File: config.mk
export PLATFORM = sky130hd
export DESIGN_NAME = seq_alu
export DESIGN_NICKNAME = d
export VERILOG_FILES = /design/src/rtl/alu_pkg.sv /design/src/rtl/seq_alu_shifter.sv /design/src/rtl/seq_alu.sv
export SDC_FILE = /design/constraint.sdc
export NUM_CORES = 1
export LEC_CHECK = 0
export CAP_MARGIN = 15
export CORE_ASPECT_RATIO = 1.1
export CORE_MARGIN = 2
export CORE_UTILIZATION = 57
export DETAILED_ROUTE_END_ITERATION = 8
export PLACE_DENSITY = 0.91
export SYNTH_ARGS = -nofsm -noshare
export SYNTH_HDL_FRONTEND = slang
export SYNTH_HIERARCHICAL = 1
export SYNTH_SLANG_ARGS = --single-unit
export TNS_END_PERCENT = 30
File: constraint.sdc
create_clock -name clk -period 3.2 [get_ports clk]
set_input_delay 0.64 -clock clk [delete_from_list [all_inputs] [get_ports clk]]
set_output_delay 0.64 -clock clk [all_outputs]
set_load 0.01 [all_outputs]
File: src/rtl/alu_pkg.sv
// Shared ALU definitions: Funct opcodes used by the ALU control stage and
// the sequential ALU, plus the sequential ALU state encoding.
package alu_pkg;

  localparam logic [5:0] FN_ADDU = 6'b001001;
  localparam logic [5:0] FN_SUBU = 6'b001010;
  localparam logic [5:0] FN_SLL  = 6'b100001;
  localparam logic [5:0] FN_SLLV = 6'b110101;
  localparam logic [5:0] FN_SLT  = 6'b101010;

  typedef enum logic [1:0] {
    ST_IDLE  = 2'd0,
    ST_SHIFT = 2'd1,
    ST_DONE  = 2'd2
  } state_t;

  // True for the two Funct codes that run through the iterative shifter.
  function automatic logic is_shift_op(input logic [5:0] funct);
    return (funct == FN_SLL) || (funct == FN_SLLV);
  endfunction

endpackage

File: src/rtl/seq_alu_shifter.sv
// Iterative left shifter: a working register shifted one bit per step and a
// 5-bit down-counter of remaining steps.
module seq_alu_shifter
  import alu_pkg::*;
(
  input  logic        clk,
  input  logic        reset,
  input  logic        load,
  input  logic        step,
  input  logic [31:0] load_val,
  input  logic [4:0]  load_cnt,
  output logic [31:0] work_next,
  output logic        cnt_last
);

  logic [31:0] work;
  logic [4:0]  cnt;

  // Value the working register takes on the next step; on the final step
  // this is the completed shift result.
  assign work_next = {work[30:0], 1'b0};

  // The step that brings the count from 1 to 0 is the completing step.
  assign cnt_last = (cnt == 5'd1);

  // Working register and count: load on accept, then one bit per SHIFT edge.
  // NOTE: state registers use non-blocking assignments so every flop samples
  // the pre-edge values, independent of statement order.
  always_ff @(posedge clk or posedge reset) begin
    if (reset) begin
      work <= '0;
      cnt  <= '0;
    end else if (load) begin
      work <= load_val;
      cnt  <= load_cnt;
    end else if (step) begin
      work <= work_next;
      cnt  <= cnt - 5'd1;
    end
  end

endmodule

File: src/rtl/seq_alu.sv
// Sequential ALU: single-cycle ADDU/SUBU/SLT and bit-serial SLL/SLLV.
// Results are registered and only change on a completion.
module seq_alu
  import alu_pkg::*;
(
  input  logic        clk,
  input  logic        reset,
  input  logic        start,
  input  logic [5:0]  Funct,
  input  logic [31:0] A,
  input  logic [31:0] B,
  input  logic [4:0]  Shamt,
  output logic        busy,
  output logic        done,
  output logic [31:0] Result,
  output logic        Zero,
  output logic        err
);

  state_t      state;
  logic        accept;
  logic        shift_op;
  logic [4:0]  shift_cnt;
  logic        sh_load;
  logic        sh_step;
  logic [31:0] work_next;
  logic        cnt_last;
  logic [31:0] alu_res;
  logic        alu_err;

  assign accept    = (state == ST_IDLE) && start;
  assign shift_op  = is_shift_op(Funct);
  assign shift_cnt = (Funct == FN_SLLV) ? A[4:0] : Shamt;
  assign sh_load   = accept && shift_op && (shift_cnt != 5'd0);
  assign sh_step   = (state == ST_SHIFT);

  assign busy = (state != ST_IDLE);
  assign done = (state == ST_DONE);

  seq_alu_shifter u_shifter (
    .clk       (clk),
    .reset     (reset),
    .load      (sh_load),
    .step      (sh_step),
    .load_val  (B),
    .load_cnt  (shift_cnt),
    .work_next (work_next),
    .cnt_last  (cnt_last)
  );

  // Single-cycle arithmetic; unsupported codes yield zero with err set.
  // NOTE: defaults assigned first so no path through the case leaves an
  // output unassigned, which would otherwise infer a latch.
  always_comb begin
    alu_res = '0;
    alu_err = 1'b0;
    case (Funct)
      FN_ADDU: alu_res = A + B;
      FN_SUBU: alu_res = A - B;
      FN_SLT:  alu_res = ($signed(A) < $signed(B)) ? 32'd1 : 32'd0;
      default: alu_err = 1'b1;
    endcase
  end

  // Control FSM: IDLE accepts, SHIFT iterates, DONE lasts one cycle.
  always_ff @(posedge clk or posedge reset) begin
    if (reset) begin
      state <= ST_IDLE;
    end else begin
      case (state)
        ST_IDLE:  if (start) state <= sh_load ? ST_SHIFT : ST_DONE;
        ST_SHIFT: if (cnt_last) state <= ST_DONE;
        ST_DONE:  state <= ST_IDLE;
        default:  state <= ST_IDLE;
      endcase
    end
  end

  // Output registers: written only when an operation completes.
  always_ff @(posedge clk or posedge reset) begin
    if (reset) begin
      Result <= '0;
      Zero   <= 1'b1;
      err    <= 1'b0;
    end else if (accept && !sh_load) begin
      if (shift_op) begin
        Result <= B;
        Zero   <= (B == 32'd0);
        err    <= 1'b0;
      end else begin
        Result <= alu_res;
        Zero   <= (alu_res == 32'd0);
        err    <= alu_err;
      end
    end else if (sh_step && cnt_last) begin
      Result <= work_next;
      Zero   <= (work_next == 32'd0);
      err    <= 1'b0;
    end
  end

endmodule

==> results of run 1 <==
[layer usage]
metal / global-route usage, % / GRT overflow
met4: 95.0 / 172
met1: 84.4 / 8
met2: 105 / 321
met3: 75.1 / 11
met5: 38.9 / 3
[logic make-up after synthesis]
| logic type | Yosys count | synth area share (%) |
|---|---|---|
| and+or+nand+nor | 367 | 22.4 |
| AOI/OAI and AO/OA | 350 | 30.0 |
| buffers and inverters | 137 | 7.19 |
| DFF | 72 | 23.0 |
| adders and majority gates | 67 | 10.9 |
| muxes | 46 | 5.98 |
| xor gates and xnor gates | 4 | 0.448 |
| other | 1 | 0.0479 |
[cells in the mapped netlist (all sizes together) (3+ instances only)]
master,n
nand2b,11
o31ai,10
a21boi,3
a21oi,71
o211a,3
o21bai,8
a221oi,12
and2,4
nor4b,3
o2111ai,3
dfrtp,71
o221a,4
nand3,15
o21a,10
and3,12
a2111oi,6
clkbuf,53
nand2,152
a211oi,14
nor2,70
a211o,5
mux2,6
a311oi,3
o22ai,6
buf,12
inv,72
o311ai,5
o21ai,86
nor4,28
mux2i,40
a31oi,37
or4,3
a32o,3
a221o,9
nor3,27
nor2b,13
or3,5
o211ai,7
ha,65
o221ai,10
a21o,18
nand4,10
[stage by stage]
step	cells	setup slack (ps)	hold WS (ps)	instance area [µm²]	util, %
4_1_cts	1624	-776	540	12700	95.5
3_3_place_gp	1563	-1340	508	11100	83.5
3_5_place_dp	1563	-1690	515	11100	83.5
2_1_floorplan	1044	-333	525	7870	-
[what timing repair did]
action | 4_1_cts
gates resized for setup | 289
pin swaps | 92
gates cloned | 0
setup endpoints to repair | 25
buffers inserted | 45
==> metrics.cfg, run 1 <==
[clocking]
htreeDepth = 3
cts_max_path_buffers = 2
clkSinkCount = 72
numCtsBuffers = 9
hold_buffers = 0
root_buffer = clkbuf_16

[logic_synthesis]
syn-cell-area_um2 = 7830
syn_area_per_cell_um2 = 7.50
synth-seq-cells = 72
synthCells = 1044
synth-edff-count = 0
async_flop_share_pct = 100
synth_cell_types = 82
synthesis.nets = 1189
synth_top_cell_by_area = dfrtp_1
yosysWarnings = 6
ys_seq_area_share_pct = 23.0
synth_ff_type = dfrtp_1
ys_top_cells_by_area = dfrtp_1, ha_1, nand2_1
synth_top_cell_area_share_pct = 22.7

[die]
io_pins = 114
die-height_um = 127
rows = 44
die_x_um = 116
initial_utilization_pct = 58.7

[global_route]
grt_pass1_wl_um = 101000
grt_pass1_vias = 15700
grt.total_usage_pct = 88.7
grt-ovfl-total = 515
grt_max_degree = 63

[placement]
dpl.hpwl_um = 26600
gp_congestion = 1.09
port_buffers = 113

[status]
error = [ERROR GRT-0116] Global routing finished with congestion. Check the congestion regions in the DRC Viewer.
outcome = aborted with a tool error
failing_step = 5_1_grt

==> run 2, diff against run 1 <==
--- a/config.mk
+++ b/config.mk
@@ -6,11 +6,10 @@
 export NUM_CORES = 1
 export LEC_CHECK = 0
 export CAP_MARGIN = 15
-export CORE_ASPECT_RATIO = 1.1
 export CORE_MARGIN = 2
-export CORE_UTILIZATION = 57
+export CORE_UTILIZATION = 40
 export DETAILED_ROUTE_END_ITERATION = 8
-export PLACE_DENSITY = 0.91
+export PLACE_DENSITY_LB_ADDON = 0.15
 export SYNTH_ARGS = -nofsm -noshare
 export SYNTH_HDL_FRONTEND = slang
 export SYNTH_HIERARCHICAL = 1
==> run 2 against run 1 <==
Against the previous run: the flow now finishes, with violations (setup timing); synthesized area is the same; synthesized cell count unchanged.
==> metrics.cfg, run 2 <==
[status]
outcome = finished, violations left
violations = setup timing

[logic_synthesis]
synth_common_cells = nand2_1, o21ai_0, a21oi_1, dfrtp_1, inv_1
async_flop_share_pct = 100  ; unchanged
synth-edff-count = 0  ; unchanged
synthesis.nets = 1189  ; unchanged
syn_area_per_cell_um2 = 7.50  ; unchanged
synth_cell_types = 82  ; unchanged
syn-cell-area_um2 = 7830  ; unchanged
ys_seq_area_share_pct = 23.0  ; unchanged
yosysMostFrequentCell = nand2_1
synth_top_cell_by_area = dfrtp_1
ys_top_cells_by_area = dfrtp_1, ha_1, nand2_1
yosysWarnings = 6  ; unchanged
synth_ff_type = dfrtp_1
synth-seq-cells = 72  ; unchanged
synthCells = 1044  ; unchanged
synth_top_cell_area_share_pct = 22.7  ; unchanged

[layout]
drive_gt1_share_pct = 40.0
largestRegisters = Result x32, u_shifter/work x31, u_shifter/cnt x5
layout_common_cells = buf_4, nand2_1, clkdlybuf4s50_1, dfrtp_1, o21ai_0
final_common_cell = buf_4
area_growth_pct = 67.9
largest_reg_flops = 32
num_antenna_cells = 0
largest_register = Result
multi_input_area_um2 = 6600
design_area_um2 = 13100
fin_nets = 1601
utilization_pct = 68.0
finalNonFillerCells = 1726
fillCellCount = 1604
seqCellArea_um2 = 1800

[drt]
drt_pass1_iterations = 6
vias_per_cell = 5.85
first_iter_violations = 774
vias = 10100
routedWlPerCell_um = 19.7
postRouteAntennaNets = 0
route.detailed.drc = 0
wirelength_um = 34000

[setup_path]
slowest_delay_ps = 350
required_ps = 3450
crit_top_cell = buf_4
cp-end-kind = flip-flop
crit_chain = clkbuf_2 > ha_4 > buf_6 > nor3_4 > o21a_1 > a21o_1 > a211oi_4 > buf_4 > o311ai_2 > a21oi_2 > a2111oi_2 > buf_4 > o221ai_2 > nor4_2 > buf_4 > nand4b_1 > or3_1 > o31ai_2
cpMaxStageDelayCell = a2111oi_2
worst-path-stages = 18
crit_buf_inv = 5
rrSetupSlack_ps = -250
path_max_fanout = 5
crit_family = compound AO/OA/AOI/OAI gates
start_kind = input port
r2r_cells = 16
worstPathArrival_ps = 4010
criticalPathCategory = input port to flip-flop

[sta]
skew_ps = 5.01
setup_violations = 9
slew_viol_final = 0
final.min_clock_period_ps = 3750
worst_pin_slew_ps = 670
hold_viol_final = 0
fmax_mhz = 266
rsz0062_at_grt = true
min_period_over_period_pct = 117
slew_headroom_pct = 54.9
setup_tns_ps = -1850
final.setup.worst_slack_ps = -554

[global_route]
grt-ovfl-total = 0
grt_pass1_vias = 9659
antenna_found_initial = 0
grt.total_usage_pct = 31.7
grt_pass1_wl_um = 51100
grt_max_degree = 44

[clocking]
clkLatencyLatePin_ps = 330
path_clk_slew_ps = 60
root_buffer = clkbuf_16
hold_buffers = 0  ; unchanged
numCtsBuffers = 9  ; unchanged
htreeDepth = 3  ; unchanged
cts_max_path_buffers = 2  ; unchanged
tritoncts = done
clkSinkCount = 72  ; unchanged

[min_path]
hold_depth = 2
hp-class = flip-flop to flip-flop

[pwr]
leakage_nw = 5.66
power_density_nw_per_um2 = 342
ir_drop_v = 0.000260

[die]
io_pins = 114  ; unchanged
die-height_um = 144  ; +13%
initial_utilization_pct = 40.5  ; -18 points
core_um2 = 19300
die_area_um2 = 20700
rows = 51  ; +16%
die_x_um = 144  ; +24%

[placement]
port_buffers = 113  ; unchanged
dpl.hpwl_um = 25000  ; -5.8%
dp.cells = 1653  ; +5.8%
dp_slack_ps = -1520  ; +168 ps
gp_congestion = 0.988  ; -9.5%
dpl_cell_area_um2 = 11300  ; +1.6%

[job]
cap_violations = 0

==> run 2: power breakdown <==
| part | switching [mW] | leakage [nW] | total [mW] | internal, mW |
|---|---|---|---|---|
| sequential | 0.160 | 0.894 | 1.25 | 1.09 |
| combinational | 1.11 | 4.63 | 2.32 | 1.20 |
| clock | 0.383 | 0.136 | 0.924 | 0.541 |
| total | 1.66 | 5.66 | 4.49 | 2.84 |
==> run 2: per-layer routing <==
| layer | wire length, µm | part of all wire, % | vias to the layer above | global-route usage, % |
|---|---|---|---|---|
| met5 | 0 | 0 | - | 0 |
| met4 | 1330 | 3.9 | 0 | 10.2 |
| met3 | 2350 | 6.9 | 88 | 4.40 |
| met2 | 16500 | 48 | 459 | 55.3 |
| met1 | 13900 | 41 | 4878 | 40.2 |
| li1 | - | - | 4678 | - |
==> run 2: worst register-to-register path, delay by kind of cell, from the launching register on <==
family,cells,cell delay (ps)
DFF,1,370
adders and majority gates,1,150
AOI/OAI and AO/OA,2,550
and+or+nand+nor,8,1620
buffers and inverters,5,690
==> run 2: area by class of cell <==
class	count	area share, %
multi-input combinational	835	50.2
timing repair buffer	466	29.4
sequential	72	13.7
tap	265	2.52
inverter	72	2.09
clock buffer	12	1.88
clock inverter	4	0.152
==> run 2: timing repair <==
item                       4_1_cts  5_1_grt
pin swaps                       87       59
setup buffers                   36       23
hold endpoints to repair         0        0
setup endpoints to repair       20       14
resized for setup              268       97
==> run 2: per-stage QoR <==
| stage | total power, mW | hold WS [ps] |
|---|---|---|
| floorplan | 2.11 | 525 |
| global placement | 3.15 | 513 |
| detailed placement | 3.18 | 509 |
| CTS | 4.33 | 525 |
| global route | 4.72 | 553 |
| finish | 4.49 | 527 |
==> run 2: final timing paths <==
kind | end | from
worst min register to register | Result[3] | Result[3]
min in group asynchronous | u_shifter/work[0] | reset
worst max register to register | Zero | u_shifter/cnt[1]
worst min-delay path | Result[3] | Result[3]
worst max-delay path | Zero | A[7]
max in group asynchronous | Zero | reset
==> run 2: logic make-up after synthesis <==
| logic type | synth area share [%] |
|---|---|
| buf+inv | 7.19 |
| compound gates | 30.0 |
| flops | 23.0 |
| other cells | 0.0479 |
| xor+xnor | 0.448 |
| simple gates | 22.4 |
| mux | 5.98 |
| fa+ha+maj | 10.9 |
(Power assumes the default switching activity.)
==> run 3, diff against run 2 <==
--- a/config.mk
+++ b/config.mk
@@ -6,6 +6,7 @@
 export NUM_CORES = 1
 export LEC_CHECK = 0
 export CAP_MARGIN = 15
+export CORE_ASPECT_RATIO = 0.5
 export CORE_MARGIN = 2
 export CORE_UTILIZATION = 40
 export DETAILED_ROUTE_END_ITERATION = 8
==> run 3 against run 2 <==
Against the previous run: the run still ends with setup timing left; sequential share of layout area down 0.28 points; critical path depth shrank 2; clock power rose by 11%; register-to-register slack got worse by 220 ps; largest power group unchanged.
==> metrics.cfg, run 3 (synthesized netlist as in run 2, its figures left out) <==
[min_path]
hp-class = flip-flop to flip-flop
hold_path_end = Result[4]
worstHoldStart = Result[4]
hold_depth = 1  ; -1

[drt]
wirelength_um = 35800  ; +5.2%
first_iter_violations = 820  ; +5.9%
drt_pass1_iterations = 5  ; -1
vias = 10100  ; +0.46%
vias_per_cell = 5.81  ; -0.75%
postRouteAntennaNets = 0  ; unchanged
route.detailed.drc = 0  ; unchanged
routedWlPerCell_um = 20.5  ; +3.9%

[clocking]
hold_buffers = 0  ; unchanged
htreeDepth = 3  ; unchanged
path_clk_slew_ps = 60  ; about the same
clkLatencyLatePin_ps = 340  ; about the same
root_buffer = clkbuf_16
cts_max_path_buffers = 2  ; unchanged
numCtsBuffers = 9  ; unchanged
clkSinkCount = 72  ; unchanged
tritoncts = done

[sta]
rsz0062_at_grt = true
hold_viol_final = 0  ; unchanged
worst_pin_slew_ps = 743  ; +73.1 ps
final.setup.worst_slack_ps = -602  ; -47.3 ps
skew_ps = 7.23  ; +2.22 ps
min_period_over_period_pct = 119  ; +1.5 points
fmax_mhz = 263  ; -1.2%
setup_tns_ps = -1620  ; +230 ps
finalHoldWorstSlack_ps = 514  ; -13.2 ps
setup_violations = 9  ; unchanged
final.min_clock_period_ps = 3800  ; +47.3 ps
slew_headroom_pct = 50.0  ; -4.9 points
slew_viol_final = 0  ; unchanged

[setup_path]
cp-end-kind = flip-flop
timing.rr.end = Zero
worstPathArrival_ps = 4060  ; +50 ps
criticalPathCategory = input port to flip-flop
required_ps = 3460  ; about the same
worst_r2r_startpoint = u_shifter/cnt[1]
r2r_cells = 15  ; -1
path_max_fanout = 3  ; -2
rrSetupSlack_ps = -470  ; -220 ps
start_kind = input port

[layout]
largest_register = Result
layout_common_cells = buf_4, nand2_1, clkdlybuf4s50_1, dfrtp_1, o21ai_0
largest_reg_flops = 32  ; unchanged
area_growth_pct = 71.4
drive_gt1_share_pct = 39.8  ; -0.20 points
largestRegisters = Result x32, u_shifter/work x31, u_shifter/cnt x5
final_common_cell = buf_4
fin_nets = 1621  ; +1.2%
fillCellCount = 1614  ; +0.62%
num_antenna_cells = 0  ; unchanged

[global_route]
grt_pass1_wl_um = 55100  ; +7.9%
grt_pass1_vias = 10100  ; +4.5%
antenna_found_initial = 0  ; unchanged
grt-ovfl-total = 0  ; unchanged
grt_max_degree = 57  ; +30%
grt.total_usage_pct = 34.0  ; +2.4 points

[placement]
dpl.hpwl_um = 26400  ; +5.6%
dp_slack_ps = -1670  ; -143 ps
port_buffers = 113  ; unchanged
gp_congestion = 0.939  ; -5.0%

[die]
io_pins = 114  ; unchanged
die-height_um = 103  ; -28%
die_area_um2 = 20800  ; +0.33%
rows = 36  ; -29%
core_um2 = 19300  ; about the same
die_x_um = 202  ; +40%
initial_utilization_pct = 40.5  ; about the same

[pwr]
power_density_nw_per_um2 = 350  ; +2.3%
leakage_nw = 5.82  ; +2.9%
ir_drop_v = 0.000237  ; -8.7%

[job]
cap_violations = 0  ; unchanged

[status]
outcome = finished, violations left
violations = setup timing

run 3: changes by cell type in the layout (fill, tap and decap cells not counted), sizes merged:
cell / delta
buf: +16
bufinv: +1
clkbuf: -5
clkdlybuf4s15: +4
clkdlybuf4s50: +1
clkinv: -3
clkinvlp: +2
dlymetal6s2s: +4
run 3: critical path: stages:
cell and delay, ps:
clkdlybuf4s15_1 220, ha_4 280, buf_12 130, nor3_1 200, o21a_1 180, a21o_1 180
a211oi_4 120, nor4_2 250, buf_4 170, nor2_2 40, a221o_1 360, a211o_1 340
nor4_4 310, nand4b_1 120, or3_1 340, o31ai_2 180
run 3: per-layer routing:
layer	wire length [µm]	up-vias	GRT usage, %
met5	0	-	0
met4	1000	0	10.6
met3	2410	74	4.33
met2	16600	429	58.3
met1	15800	4944	45.4
li1	-	4702	-
run 3: where the power goes:
part / total [mW] / switching, mW / internal (mW) / leakage, nW
Combinational: 2.43 / 1.18 / 1.25 / 4.79
Clock: 1.03 / 0.399 / 0.627 / 0.139
Sequential: 1.23 / 0.139 / 1.09 / 0.894
run 3: timing repair:
action,in CTS,in global routing
gates resized for setup,281,67
endpoints found under the setup margin,24,16
endpoints found under the hold margin,0,0
pin swaps,71,53
setup buffers,40,13
run 3: worst max-delay path by stage:
stage / startpoint / depth (start not counted) / endpoint / slack [ps]
after global routing: A[6] / 16 / Zero / -740
after global placement: B[4] / 16 / Zero / -1670
final: A[6] / 16 / Zero / -600
after detailed placement: B[4] / 16 / Zero / -1670
after floorplan: B[4] / 15 / Zero / -330
after CTS: B[3] / 15 / Zero / -610
run 3: layout make-up:
class                           instances  area, µm²  area share, %
Inverter                               72        278           2.07
Sequential cell                        72       1800           13.4
Timing Repair Buffer                  486       4050           30.2
Clock buffer                           12        246           1.84
Clock inverter                          4       53.8          0.401
Tap cell                              266        333           2.48
Multi-Input combinational cell        835       6650           49.6
run 3: per-stage QoR:
stage	power, mW	util [%]	instance area [µm²]	cells
final	4.69	69.4	13400	1747
after global routing	4.93	69.4	13400	1747
after CTS	4.56	67.4	13000	1735
after detailed placement	3.26	59.5	11500	1680
after global placement	3.23	59.5	11500	1680
after floorplan	2.11	-	7870	1044
